--- config.mk ---
export PLATFORM = sky130hd
export DESIGN_NAME = axi4_lite_write_slave_responder_flat
export DESIGN_NICKNAME = d
export VERILOG_FILES = /design/src/rtl/axi4_lite_write_slave_responder_if.sv /design/src/rtl/axi4_lite_write_slave_responder.sv /design/src/flat_wrapper.sv
export SDC_FILE = /design/constraint.sdc
export NUM_CORES = 2
export LEC_CHECK = 0
export ABC_AREA = 1
export ABC_CLOCK_PERIOD_IN_PS = 2600
export CELL_PAD_IN_SITES_DETAIL_PLACEMENT = 2
export CELL_PAD_IN_SITES_GLOBAL_PLACEMENT = 2
export CORE_MARGIN = 2
export CORE_UTILIZATION = 37
export DETAILED_ROUTE_END_ITERATION = 10
export HOLD_SLACK_MARGIN = 0.03
export PLACE_DENSITY = 0.76
export SETUP_SLACK_MARGIN = 0.15
export SYNTH_ARGS = -nofsm -noshare
export SYNTH_HDL_FRONTEND = slang
export SYNTH_SLANG_ARGS = --single-unit
--- constraint.sdc ---
create_clock -name aclk -period 2.6 [get_ports aclk]
set_clock_uncertainty 0.05 [all_clocks]
set_input_delay 0.26 -clock aclk [delete_from_list [all_inputs] [get_ports aclk]]
set_output_delay 0.26 -clock aclk [all_outputs]
set_load 0.01 [all_outputs]
--- src/rtl/axi4_lite_write_slave_responder_if.sv ---
// AXI4-Lite write-channel bundle (AW, W, B) shared by the write master agent
// and the slave responder.
interface axi4_lite_write_slave_responder_if #(
    parameter int ADDRESS_WIDTH = 32,
    parameter int DATA_WIDTH    = 32
);
    logic                      awvalid;
    logic                      awready;
    logic [ADDRESS_WIDTH-1:0]  awaddr;
    logic [2:0]                awprot;
    logic                      wvalid;
    logic                      wready;
    logic [DATA_WIDTH-1:0]     wdata;
    logic [DATA_WIDTH/8-1:0]   wstrb;
    logic                      bvalid;
    logic                      bready;
    logic [1:0]                bresp;

    modport master (
        output awvalid, awaddr, awprot, wvalid, wdata, wstrb, bready,
        input  awready, wready, bvalid, bresp
    );

    modport slave (
        input  awvalid, awaddr, awprot, wvalid, wdata, wstrb, bready,
        output awready, wready, bvalid, bresp
    );
endinterface

--- src/rtl/axi4_lite_write_slave_responder.sv ---
// AXI4-Lite write responder: one outstanding write, programmable ready and
// response delays, address decode, strobed word memory with a debug read port.
module axi4_lite_write_slave_responder #(
    parameter int                        ADDRESS_WIDTH = 32,
    parameter int                        DATA_WIDTH    = 32,
    parameter int                        DELAY_WIDTH   = 5,
    parameter logic [ADDRESS_WIDTH-1:0]  MIN_ADDRESS   = 'h01,
    parameter logic [ADDRESS_WIDTH-1:0]  MAX_ADDRESS   = 'hff,
    parameter int                        MEM_DEPTH     = 64
) (
    input  logic                           aclk,
    input  logic                           areset,
    axi4_lite_write_slave_responder_if.slave bus,
    input  logic [DELAY_WIDTH-1:0]         cfgAwreadyDelay,
    input  logic [DELAY_WIDTH-1:0]         cfgWreadyDelay,
    input  logic [DELAY_WIDTH-1:0]         cfgBvalidDelay,
    input  logic [$clog2(MEM_DEPTH)-1:0]   dbgRdAddr,
    output logic [DATA_WIDTH-1:0]          dbgRdData
);
    localparam int IDX_W  = $clog2(MEM_DEPTH);
    localparam int STRB_W = DATA_WIDTH / 8;

    localparam logic [1:0] RESP_OKAY   = 2'b00;
    localparam logic [1:0] RESP_SLVERR = 2'b10;
    localparam logic [1:0] RESP_DECERR = 2'b11;

    typedef enum logic [1:0] {IDLE, WRITE, BDELAY, RESP} state_t;

    state_t                   state;
    logic                     aw_full;
    logic                     w_full;
    logic [ADDRESS_WIDTH-1:0] aw_addr;
    logic [2:0]               prot_unused;
    logic [DATA_WIDTH-1:0]    w_data;
    logic [STRB_W-1:0]        w_strb;
    logic [DELAY_WIDTH-1:0]   aw_cnt;
    logic [DELAY_WIDTH-1:0]   w_cnt;
    logic [DELAY_WIDTH-1:0]   b_cnt;
    logic                     bvalid_q;
    logic [1:0]               bresp_q;
    logic [DATA_WIDTH-1:0]    mem [MEM_DEPTH];

    logic aw_ready;
    logic w_ready;
    logic aw_hs;
    logic w_hs;
    logic [1:0] wr_resp;

    // Out-of-range takes priority over misalignment.
    function automatic logic [1:0] decode_resp(input logic [ADDRESS_WIDTH-1:0] addr);
        if (addr < MIN_ADDRESS || addr > MAX_ADDRESS) return RESP_DECERR;
        if (addr[1:0] != 2'b00)                       return RESP_SLVERR;
        return RESP_OKAY;
    endfunction

    function automatic logic [DATA_WIDTH-1:0] merge_strb(input logic [DATA_WIDTH-1:0] old,
                                                         input logic [DATA_WIDTH-1:0] data,
                                                         input logic [STRB_W-1:0]     strb);
        logic [DATA_WIDTH-1:0] r;
        r = old;
        for (int i = 0; i < STRB_W; i++)
            if (strb[i]) r[8*i +: 8] = data[8*i +: 8];
        return r;
    endfunction

    assign aw_ready = !areset && bus.awvalid && !aw_full && (aw_cnt >= cfgAwreadyDelay);
    assign w_ready  = !areset && bus.wvalid  && !w_full  && (w_cnt  >= cfgWreadyDelay);
    assign aw_hs    = aw_ready;
    assign w_hs     = w_ready;
    assign wr_resp  = decode_resp(aw_addr);

    assign bus.awready = aw_ready;
    assign bus.wready  = w_ready;
    assign bus.bvalid  = bvalid_q;
    assign bus.bresp   = bresp_q;
    assign dbgRdData   = mem[dbgRdAddr];

    always_ff @(posedge aclk) begin
        if (areset) begin
            state       <= IDLE;
            aw_full     <= 1'b0;
            w_full      <= 1'b0;
            aw_addr     <= '0;
            prot_unused <= '0;
            w_data      <= '0;
            w_strb      <= '0;
            aw_cnt      <= '0;
            w_cnt       <= '0;
            b_cnt       <= '0;
            bvalid_q    <= 1'b0;
            bresp_q     <= RESP_OKAY;
            for (int i = 0; i < MEM_DEPTH; i++) mem[i] <= '0;
        end else begin
            // Ready-delay counters only run while a valid is waiting on an empty slot.
            if (aw_hs)
                aw_cnt <= '0;
            else if (bus.awvalid && !aw_full && aw_cnt != '1)
                aw_cnt <= aw_cnt + DELAY_WIDTH'(1);
            if (w_hs)
                w_cnt <= '0;
            else if (bus.wvalid && !w_full && w_cnt != '1)
                w_cnt <= w_cnt + DELAY_WIDTH'(1);

            if (aw_hs) begin
                aw_full     <= 1'b1;
                aw_addr     <= bus.awaddr;
                prot_unused <= bus.awprot;
            end
            if (w_hs) begin
                w_full <= 1'b1;
                w_data <= bus.wdata;
                w_strb <= bus.wstrb;
            end

            case (state)
                IDLE: begin
                    if ((aw_full || aw_hs) && (w_full || w_hs)) state <= WRITE;
                end
                WRITE: begin
                    bresp_q <= wr_resp;
                    if (wr_resp == RESP_OKAY)
                        mem[aw_addr[2 +: IDX_W]] <= merge_strb(mem[aw_addr[2 +: IDX_W]], w_data, w_strb);
                    if (cfgBvalidDelay == '0) begin
                        bvalid_q <= 1'b1;
                        state    <= RESP;
                    end else begin
                        b_cnt <= cfgBvalidDelay;
                        state <= BDELAY;
                    end
                end
                BDELAY: begin
                    b_cnt <= b_cnt - DELAY_WIDTH'(1);
                    if (b_cnt == DELAY_WIDTH'(1)) begin
                        bvalid_q <= 1'b1;
                        state    <= RESP;
                    end
                end
                RESP: begin
                    if (bus.bready) begin
                        bvalid_q <= 1'b0;
                        aw_full  <= 1'b0;
                        w_full   <= 1'b0;
                        state    <= IDLE;
                    end
                end
                default: state <= IDLE;
            endcase
        end
    end
endmodule

--- src/flat_wrapper.sv ---
// flat-port wrapper written by rule: the top's interface ports become plain ports
module axi4_lite_write_slave_responder_flat 
#(
    parameter int                        ADDRESS_WIDTH = 32,
    parameter int                        DATA_WIDTH    = 32,
    parameter int                        DELAY_WIDTH   = 5,
    parameter logic [ADDRESS_WIDTH-1:0]  MIN_ADDRESS   = 'h01,
    parameter logic [ADDRESS_WIDTH-1:0]  MAX_ADDRESS   = 'hff,
    parameter int                        MEM_DEPTH     = 64
)
  (aclk, areset, cfgAwreadyDelay, cfgWreadyDelay, cfgBvalidDelay, dbgRdAddr, dbgRdData, bus_awvalid, bus_awaddr, bus_awprot, bus_wvalid, bus_wdata, bus_wstrb, bus_bready, bus_awready, bus_wready, bus_bvalid, bus_bresp);
  axi4_lite_write_slave_responder_if #(.ADDRESS_WIDTH(ADDRESS_WIDTH), .DATA_WIDTH(DATA_WIDTH)) bus_i ();
  input  logic aclk;
  input  logic areset;
  input  logic [DELAY_WIDTH-1:0] cfgAwreadyDelay;
  input  logic [DELAY_WIDTH-1:0] cfgWreadyDelay;
  input  logic [DELAY_WIDTH-1:0] cfgBvalidDelay;
  input  logic [$clog2(MEM_DEPTH)-1:0] dbgRdAddr;
  output logic [DATA_WIDTH-1:0] dbgRdData;
  input wire logic [$bits(bus_i.awvalid)-1:0] bus_awvalid;
  input wire logic [$bits(bus_i.awaddr)-1:0] bus_awaddr;
  input wire logic [$bits(bus_i.awprot)-1:0] bus_awprot;
  input wire logic [$bits(bus_i.wvalid)-1:0] bus_wvalid;
  input wire logic [$bits(bus_i.wdata)-1:0] bus_wdata;
  input wire logic [$bits(bus_i.wstrb)-1:0] bus_wstrb;
  input wire logic [$bits(bus_i.bready)-1:0] bus_bready;
  output wire logic [$bits(bus_i.awready)-1:0] bus_awready;
  output wire logic [$bits(bus_i.wready)-1:0] bus_wready;
  output wire logic [$bits(bus_i.bvalid)-1:0] bus_bvalid;
  output wire logic [$bits(bus_i.bresp)-1:0] bus_bresp;
  assign bus_i.awvalid = bus_awvalid;
  assign bus_i.awaddr = bus_awaddr;
  assign bus_i.awprot = bus_awprot;
  assign bus_i.wvalid = bus_wvalid;
  assign bus_i.wdata = bus_wdata;
  assign bus_i.wstrb = bus_wstrb;
  assign bus_i.bready = bus_bready;
  assign bus_awready = bus_i.awready;
  assign bus_wready = bus_i.wready;
  assign bus_bvalid = bus_i.bvalid;
  assign bus_bresp = bus_i.bresp;
  axi4_lite_write_slave_responder #(.ADDRESS_WIDTH(ADDRESS_WIDTH), .DATA_WIDTH(DATA_WIDTH), .DELAY_WIDTH(DELAY_WIDTH), .MIN_ADDRESS(MIN_ADDRESS), .MAX_ADDRESS(MAX_ADDRESS), .MEM_DEPTH(MEM_DEPTH)) u_core (.aclk(aclk), .areset(areset), .bus(bus_i), .cfgAwreadyDelay(cfgAwreadyDelay), .cfgWreadyDelay(cfgWreadyDelay), .cfgBvalidDelay(cfgBvalidDelay), .dbgRdAddr(dbgRdAddr), .dbgRdData(dbgRdData));
endmodule
# Word-level counts from Yosys, hierarchy flattened
# Memory sizes are Yosys's and may differ from the RTL's.
# Index checks and enable logic that the tools add are counted.
[word_totals]
reg_bits = 90
mem_bits_rw = 2048
mem_count = 1
out_inout_bits = 37
[mem_list]
columns = ["memory", "depth", "word_bits", "rd", "rd_clocked_by_memory_dff", "write_ports", "line", "text"]
rows = [
  ["u_core.mem", 64, 32, 1, 0, 64, "axi4_lite_write_slave_responder.sv:41", "logic [DATA_WIDTH-1:0] mem [MEM_DEPTH];"],
]
[classes]
order_cmp = 4
mux = 49
n_eq_ne = 15
n_reduce_logical = 33
add_sub_neg = 3
[ops]
columns = ["cell", "n"]
rows = [
  ["$mux W8", 16],
  ["$gt A32 B8 Y1 const B", 1],
  ["$lt A32 B1 Y1 const B", 1],
  ["$mux W32", 1],
  ["$reduce_or A32 Y1", 1],
  ["$mux W1", 19],
  ["$ne A4 B4 Y1 const B", 4],
  ["$mux W2", 7],
  ["$logic_and A1 B1 Y1", 11],
  ["$add A5 B1 Y5 const B", 2],
  ["$ge A5 B5 Y1", 2],
  ["$ne A5 B5 Y1 const B", 2],
  ["$pmux W5 S2", 1],
  ["$reduce_and A2 Y1", 5],
  ["$pmux W2 S4", 1],
  ["$mux W6", 1],
  ["$ne A2 B1 Y1 const B", 3],
  ["$eq A5 B1 Y1 const B", 1],
  ["$logic_not A5 Y1", 1],
  ["$mux W5", 1],
  ["$sub A5 B1 Y5 const B", 1],
  ["$eq A2 B2 Y1 const B", 2],
  ["$logic_not A2 Y1", 2],
  ["$mux W4", 1],
  ["other kinds (10)", 17],
]

# Depth between registers and ports, before layout
[depth]
ltp_word = 14
depth_mapped = 14
mapped_depth_nobuf = 13

# Worst setup path after synthesis
# OpenSTA, ideal clock, no wires.
[synth_timing]
path_kind = "flip-flop to flip-flop"
start = "reg u_core.state[1]"
end = "mem u_core.mem[1][24], enable pin"
setup_time_ps = 329
required_ps = 2221
setup_slack_ps = 126
path_stages_with_launch = 13
arrival_ps = 2095
path_buffers = 2
path_cell_list = "dfxtp_1 inv_1 ha_1 inv_2 nor3_1 nand2_1 nor2_1 nand3_1 nor2_4 buf_6 buf_6 nand3_4 nand2_1"
[synth_lines]
columns = ["item", "line", "text"]
rows = [
  ["start, declared", "axi4_lite_write_slave_responder.sv:29", "state_t state;"],
  ["start signal, assigned", "axi4_lite_write_slave_responder.sv:80", "state <= IDLE;"],
  ["start signal, assigned", "axi4_lite_write_slave_responder.sv:117", "if ((aw_full || aw_hs) && (w_full || w_hs)) state <= WRITE;"],
  ["start signal, assigned", "axi4_lite_write_slave_responder.sv:125", "state <= RESP;"],
  ["end, declared", "axi4_lite_write_slave_responder.sv:41", ""],
]

# Final worst setup path
[layout_timing]
start = "mem u_core.mem[56][8]"
end = "out dbgRdData[8]"
[layout_via]
elab_chain_cells = 1
[layout_lines]
columns = ["item", "line", "text"]
rows = [
  ["$mem_v2 Z64 W32", "--", ""],
  ["end, declared", "flat_wrapper.sv:19", "output logic [DATA_WIDTH-1:0] dbgRdData;"],
]
# No other way between the ends.

==> report_table.html <==
<table>
<tr><th>Metric</th><th>Value</th></tr>
<tr><th colspan="2">Outcome</th></tr>
<tr><td>Status</td><td>finished with violations</td></tr>
<tr><td>Failing checks</td><td>negative setup slack</td></tr>
<tr><th colspan="2">Worst setup path</th></tr>
<tr><td>Category of the worst setup path launch point</td><td>register</td></tr>
<tr><td>Crit. End Element</td><td>primary output</td></tr>
<tr><td>CP Data Required Time</td><td>2.29 ns</td></tr>
<tr><td>Slowest Stage Delay on Critical Path</td><td>0.47 ns</td></tr>
<tr><td>Cell occurring most often along the worst timing path</td><td>nand3_1</td></tr>
<tr><td>Cell family with most CP delay</td><td>simple AND/OR/NAND/NOR gates</td></tr>
<tr><td>Buf+Inv Stages, Crit Path</td><td>2</td></tr>
<tr><td>Worst R2R Path Depth</td><td>9</td></tr>
<tr><td>Critical-path cell with the highest stage delay</td><td>edfxtp_1</td></tr>
<tr><td>Slack of the worst reg-to-reg path</td><td>-0.33 ns</td></tr>
<tr><td>FF-to-FF End</td><td>u_core.mem[28][1]</td></tr>
<tr><td>Critical-path cell list</td><td>nand2_1 -&gt; nand3_1 -&gt; nand3_1 -&gt; nand3_1 -&gt; nand3_2 -&gt; nand3_2 -&gt; and2_4 -&gt; buf_12 -&gt; buf_6</td></tr>
<tr><td>Maximum fanout count along the critical path</td><td>1</td></tr>
<tr><td>Data arrival time at the worst-slack endpoint</td><td>~2.8 ns</td></tr>
<tr><td>Reg-to-reg startpoint</td><td>u_core.aw_addr[3]</td></tr>
<tr><td>WS Path Type</td><td>register to primary output</td></tr>
<tr><th colspan="2">Floorplanning</th></tr>
<tr><td>Top-level port count</td><td>roughly 130</td></tr>
<tr><td>Starting Density</td><td>0.372</td></tr>
<tr><td>Die extent in y</td><td>between 500 and 600 um</td></tr>
<tr><td>Die Wd</td><td>between 500 and 600 um</td></tr>
<tr><td>Core area</td><td>about 260000 sq um</td></tr>
<tr><td>Row Count</td><td>between 150 and 200</td></tr>
<tr><td>Die Footprint</td><td>~270000 sq um</td></tr>
<tr><th colspan="2">Hold path</th></tr>
<tr><td>Worst hold start</td><td>bus_wdata[25]</td></tr>
<tr><td>Hold Path End</td><td>u_core.w_data[25]</td></tr>
<tr><td>HP Class</td><td>input pin to register</td></tr>
<tr><td>Hold Path Stages</td><td>3</td></tr>
<tr><th colspan="2">Route</th></tr>
<tr><td>1st-pass router iterations</td><td>6</td></tr>
<tr><td>Via Count</td><td>between 80000 and 90000</td></tr>
<tr><td>Detail-routed net length per standard cell</td><td>34.6 um</td></tr>
<tr><td>Vias per cell</td><td>between 6 and 7</td></tr>
<tr><td>Drt drc</td><td>0</td></tr>
<tr><td>Drt total wl</td><td>502 mm</td></tr>
<tr><td>DR iter-0 viols</td><td>approximately 9800</td></tr>
<tr><td>Final ANT Viol Nets</td><td>0</td></tr>
<tr><th colspan="2">Timing</th></tr>
<tr><td>Worst-case setup margin in the final layout</td><td>-0.497 ns</td></tr>
<tr><td>Final period utilization</td><td>1.19</td></tr>
<tr><td>Relative slew slack</td><td>0.365</td></tr>
<tr><td>Final setup violating endpoints</td><td>roughly 2400</td></tr>
<tr><td>Total Negative Setup Slacks</td><td>-158.08 ns</td></tr>
<tr><td>Slew of the pin with the lowest slew margin</td><td>between 0.9 and 1 ns</td></tr>
<tr><td>Post-layout min period</td><td>about 3.1 ns</td></tr>
<tr><td>Peak clock frequency supported by timing</td><td>0.323 GHz</td></tr>
<tr><td>Number of pins exceeding their max-slew limit in the final report</td><td>0</td></tr>
<tr><td>Final Hold Violating Endpoints</td><td>0</td></tr>
<tr><td>Setup repair after global routing missed its margin</td><td>true</td></tr>
<tr><th colspan="2">Logic synthesis</th></tr>
<tr><td>Post-synthesis instance total</td><td>about 10000</td></tr>
<tr><td>Sequential fraction of the synthesis area</td><td>0.648</td></tr>
<tr><td>Synthesis-stage register bit count</td><td>about 2100</td></tr>
<tr><td>Synth cell types</td><td>33</td></tr>
<tr><td>Synthesis Warnings</td><td>0</td></tr>
<tr><td>Post-synthesis instance area</td><td>a little under 100000 sq um</td></tr>
<tr><td>Synthesized area per cell</td><td>9.79 sq um</td></tr>
<tr><th colspan="2">Pwr</th></tr>
<tr><td>Peak supply drop</td><td>between 0.8 and 0.9 mV</td></tr>
<tr><td>Total Power Consumption</td><td>83.0 mW</td></tr>
<tr><td>Static Leakage</td><td>around 45 nW</td></tr>
<tr><td>Areal power density over the cells</td><td>~640 nW/um^2</td></tr>
<tr><th colspan="2">GRT</th></tr>
<tr><td>Total global routing track utilization</td><td>0.324</td></tr>
<tr><td>Global route overflow</td><td>0</td></tr>
<tr><td>Maximum number of pins on one net before global-route repair</td><td>65</td></tr>
<tr><td>Vias in the first global route</td><td>a little over 90000</td></tr>
<tr><td>Global-route wire length before repair</td><td>~650 mm</td></tr>
<tr><td>Number of antenna violations at the first check in global routing</td><td>14</td></tr>
<tr><th colspan="2">Layout</th></tr>
<tr><td>Fraction of final layout cells with drive strength greater than 1</td><td>0.245</td></tr>
<tr><td>Commonest cells after routing, fill and taps aside</td><td>nand2_1, edfxtp_1, nor2_1</td></tr>
<tr><td>Total Nets Final</td><td>approximately 11000</td></tr>
<tr><td>Synth-to-Final Area Change</td><td>32.3%</td></tr>
<tr><td>Most frequent standard cell in the layout excluding fill and tap cells</td><td>nand2_1</td></tr>
<tr><th colspan="2">Clocking</th></tr>
<tr><td>CTS tree</td><td>yes</td></tr>
<tr><td>Clk_lat worst skew</td><td>0.95 ns</td></tr>
<tr><td>Sink count of the clock tree</td><td>about 2100</td></tr>
<tr><td>Clock-pin slew of the registers on the worst-case setup and hold paths</td><td>roughly 0.080 ns</td></tr>
<tr><td>Number of buffers on the longest clock path</td><td>3</td></tr>
<tr><td>Root Driver</td><td>clkbuf_16</td></tr>
<tr><td>Clock buffers created by TritonCTS</td><td>~240</td></tr>
<tr><td>CTS H-Tree Depth</td><td>4</td></tr>
<tr><th colspan="2">Placement</th></tr>
<tr><td>Detail Placement HPWL</td><td>approximately 280 mm</td></tr>
<tr><td>Quantity of I/O buffers inserted on ports</td><td>between 100 and 150</td></tr>
<tr><td>Final GP Congestion</td><td>0.881</td></tr>
<tr><th colspan="2">Run</th></tr>
<tr><td>Max-Cap Viols</td><td>0</td></tr>
</table>
## how the worst max path moves through the flow
stage | startpoint | endpoint | slack, ns | cells past startpoint
floorplan | u_core.state[1] | u_core.mem[1][24] | 0.13 | 12
global placement | dbgRdAddr[1] | dbgRdData[14] | -0.82 | 12
detailed placement | dbgRdAddr[0] | dbgRdData[14] | -0.89 | 13
CTS | u_core.mem[1][2] | dbgRdData[2] | -0.35 | 9
global route | u_core.mem[24][5] | dbgRdData[5] | -0.50 | 8
finish | u_core.mem[56][8] | dbgRdData[8] | -0.50 | 9
## registers in the layout (all words and copies together) (netlist names)
signal             flops
u_core.aw_full         1
u_core.bus.bvalid      1
u_core.w_data         32
u_core.w_strb          4
u_core.state           2
u_core.aw_addr        32
u_core.mem          2048
u_core.bus.bresp       2
u_core.w_cnt           5
u_core.b_cnt           5
u_core.w_full          1
u_core.aw_cnt          5
## repair_timing
item,4_1_cts,5_1_grt
pin swaps,251,99
endpoints found under the hold margin,99,0
hold buffers,66,0
buffers inserted,28,20
endpoints found under the setup margin,3862,4068
resized for setup,1046,988
cloned,7,5
## cell families after synthesis
group	share of synthesized area
fa+ha+maj	0.00269
compound gates	0.0145
buf+inv	0.0378
simple gates	0.297
xor+xnor	0.000448
flops	0.648
other cells	0.0000384
## Yosys cell counts (all sizes together)
library cell	instances	area share
dfxtp	90	0.018
nand2	2303	0.088
a31oi	3	0.00019
nand3b	1	0.000077
xor2	5	0.00045
nor2	2110	0.081
a211oi	1	0.000077
or2	2	0.00013
conb	1	0.000038
nor3	7	0.00036
nand4	1	0.000064
clkbuf	572	0.022
buf	169	0.0084
inv	191	0.0073
and2	26	0.0017
nor3b	4	0.00031
o21ai	155	0.0079
ha	21	0.0027
nand3	2152	0.12
a21oi	118	0.0060
o211ai	3	0.00023
clkinv	2	0.000090
edfxtp	2048	0.63
## power by group
part / switching [mW] / total (mW) / internal, mW
registers: 0.609 / 39.4 / 38.8
logic: 5.92 / 8.80 / 2.88
clock network: 16.2 / 34.8 / 18.6
total: 22.7 / 83.0 / 60.3
## through the flow
stage,hold slack [ns],instances,area (sq um),worst slack [ns],util
floorplan,0.320,10016,98200,0.126,-
global placement,0.405,13935,112000,-0.819,0.426
detailed placement,0.413,13935,112000,-0.888,0.426
CTS,0.0352,14476,125000,-0.347,0.474
global route,0.0395,14503,129000,-0.498,0.492
finish,0.0613,14508,129000,-0.497,0.492
## layout make-up
cell class | count | area, sq um
multi-input combinational | 6944 | 38700
fill | 26055 | 133000
clock buffer | 297 | 6240
inverter | 193 | 774
tap | 3515 | 4400
clock inverter | 143 | 1210
timing repair buffer | 1270 | 14600
antenna | 7 | 17.5
sequential | 2138 | 63300
timing repair inverter | 1 | 8.76
## metal layers
metal	GRT usage	vias to the layer above	part of all wire
met1	0.386	45445	0.36
met5	0	-	0.00015
met4	0.182	12	0.077
li1	-	35629	-
met3	0.0553	1651	0.079
met2	0.554	4779	0.49
## worst min-delay path, stage by stage
cell and delay [ns]:
clkdlybuf4s50_1 0.45, nand2_1 0.17, o21ai_0 0.13
Note: power is estimated with default switching activity, not from simulation.
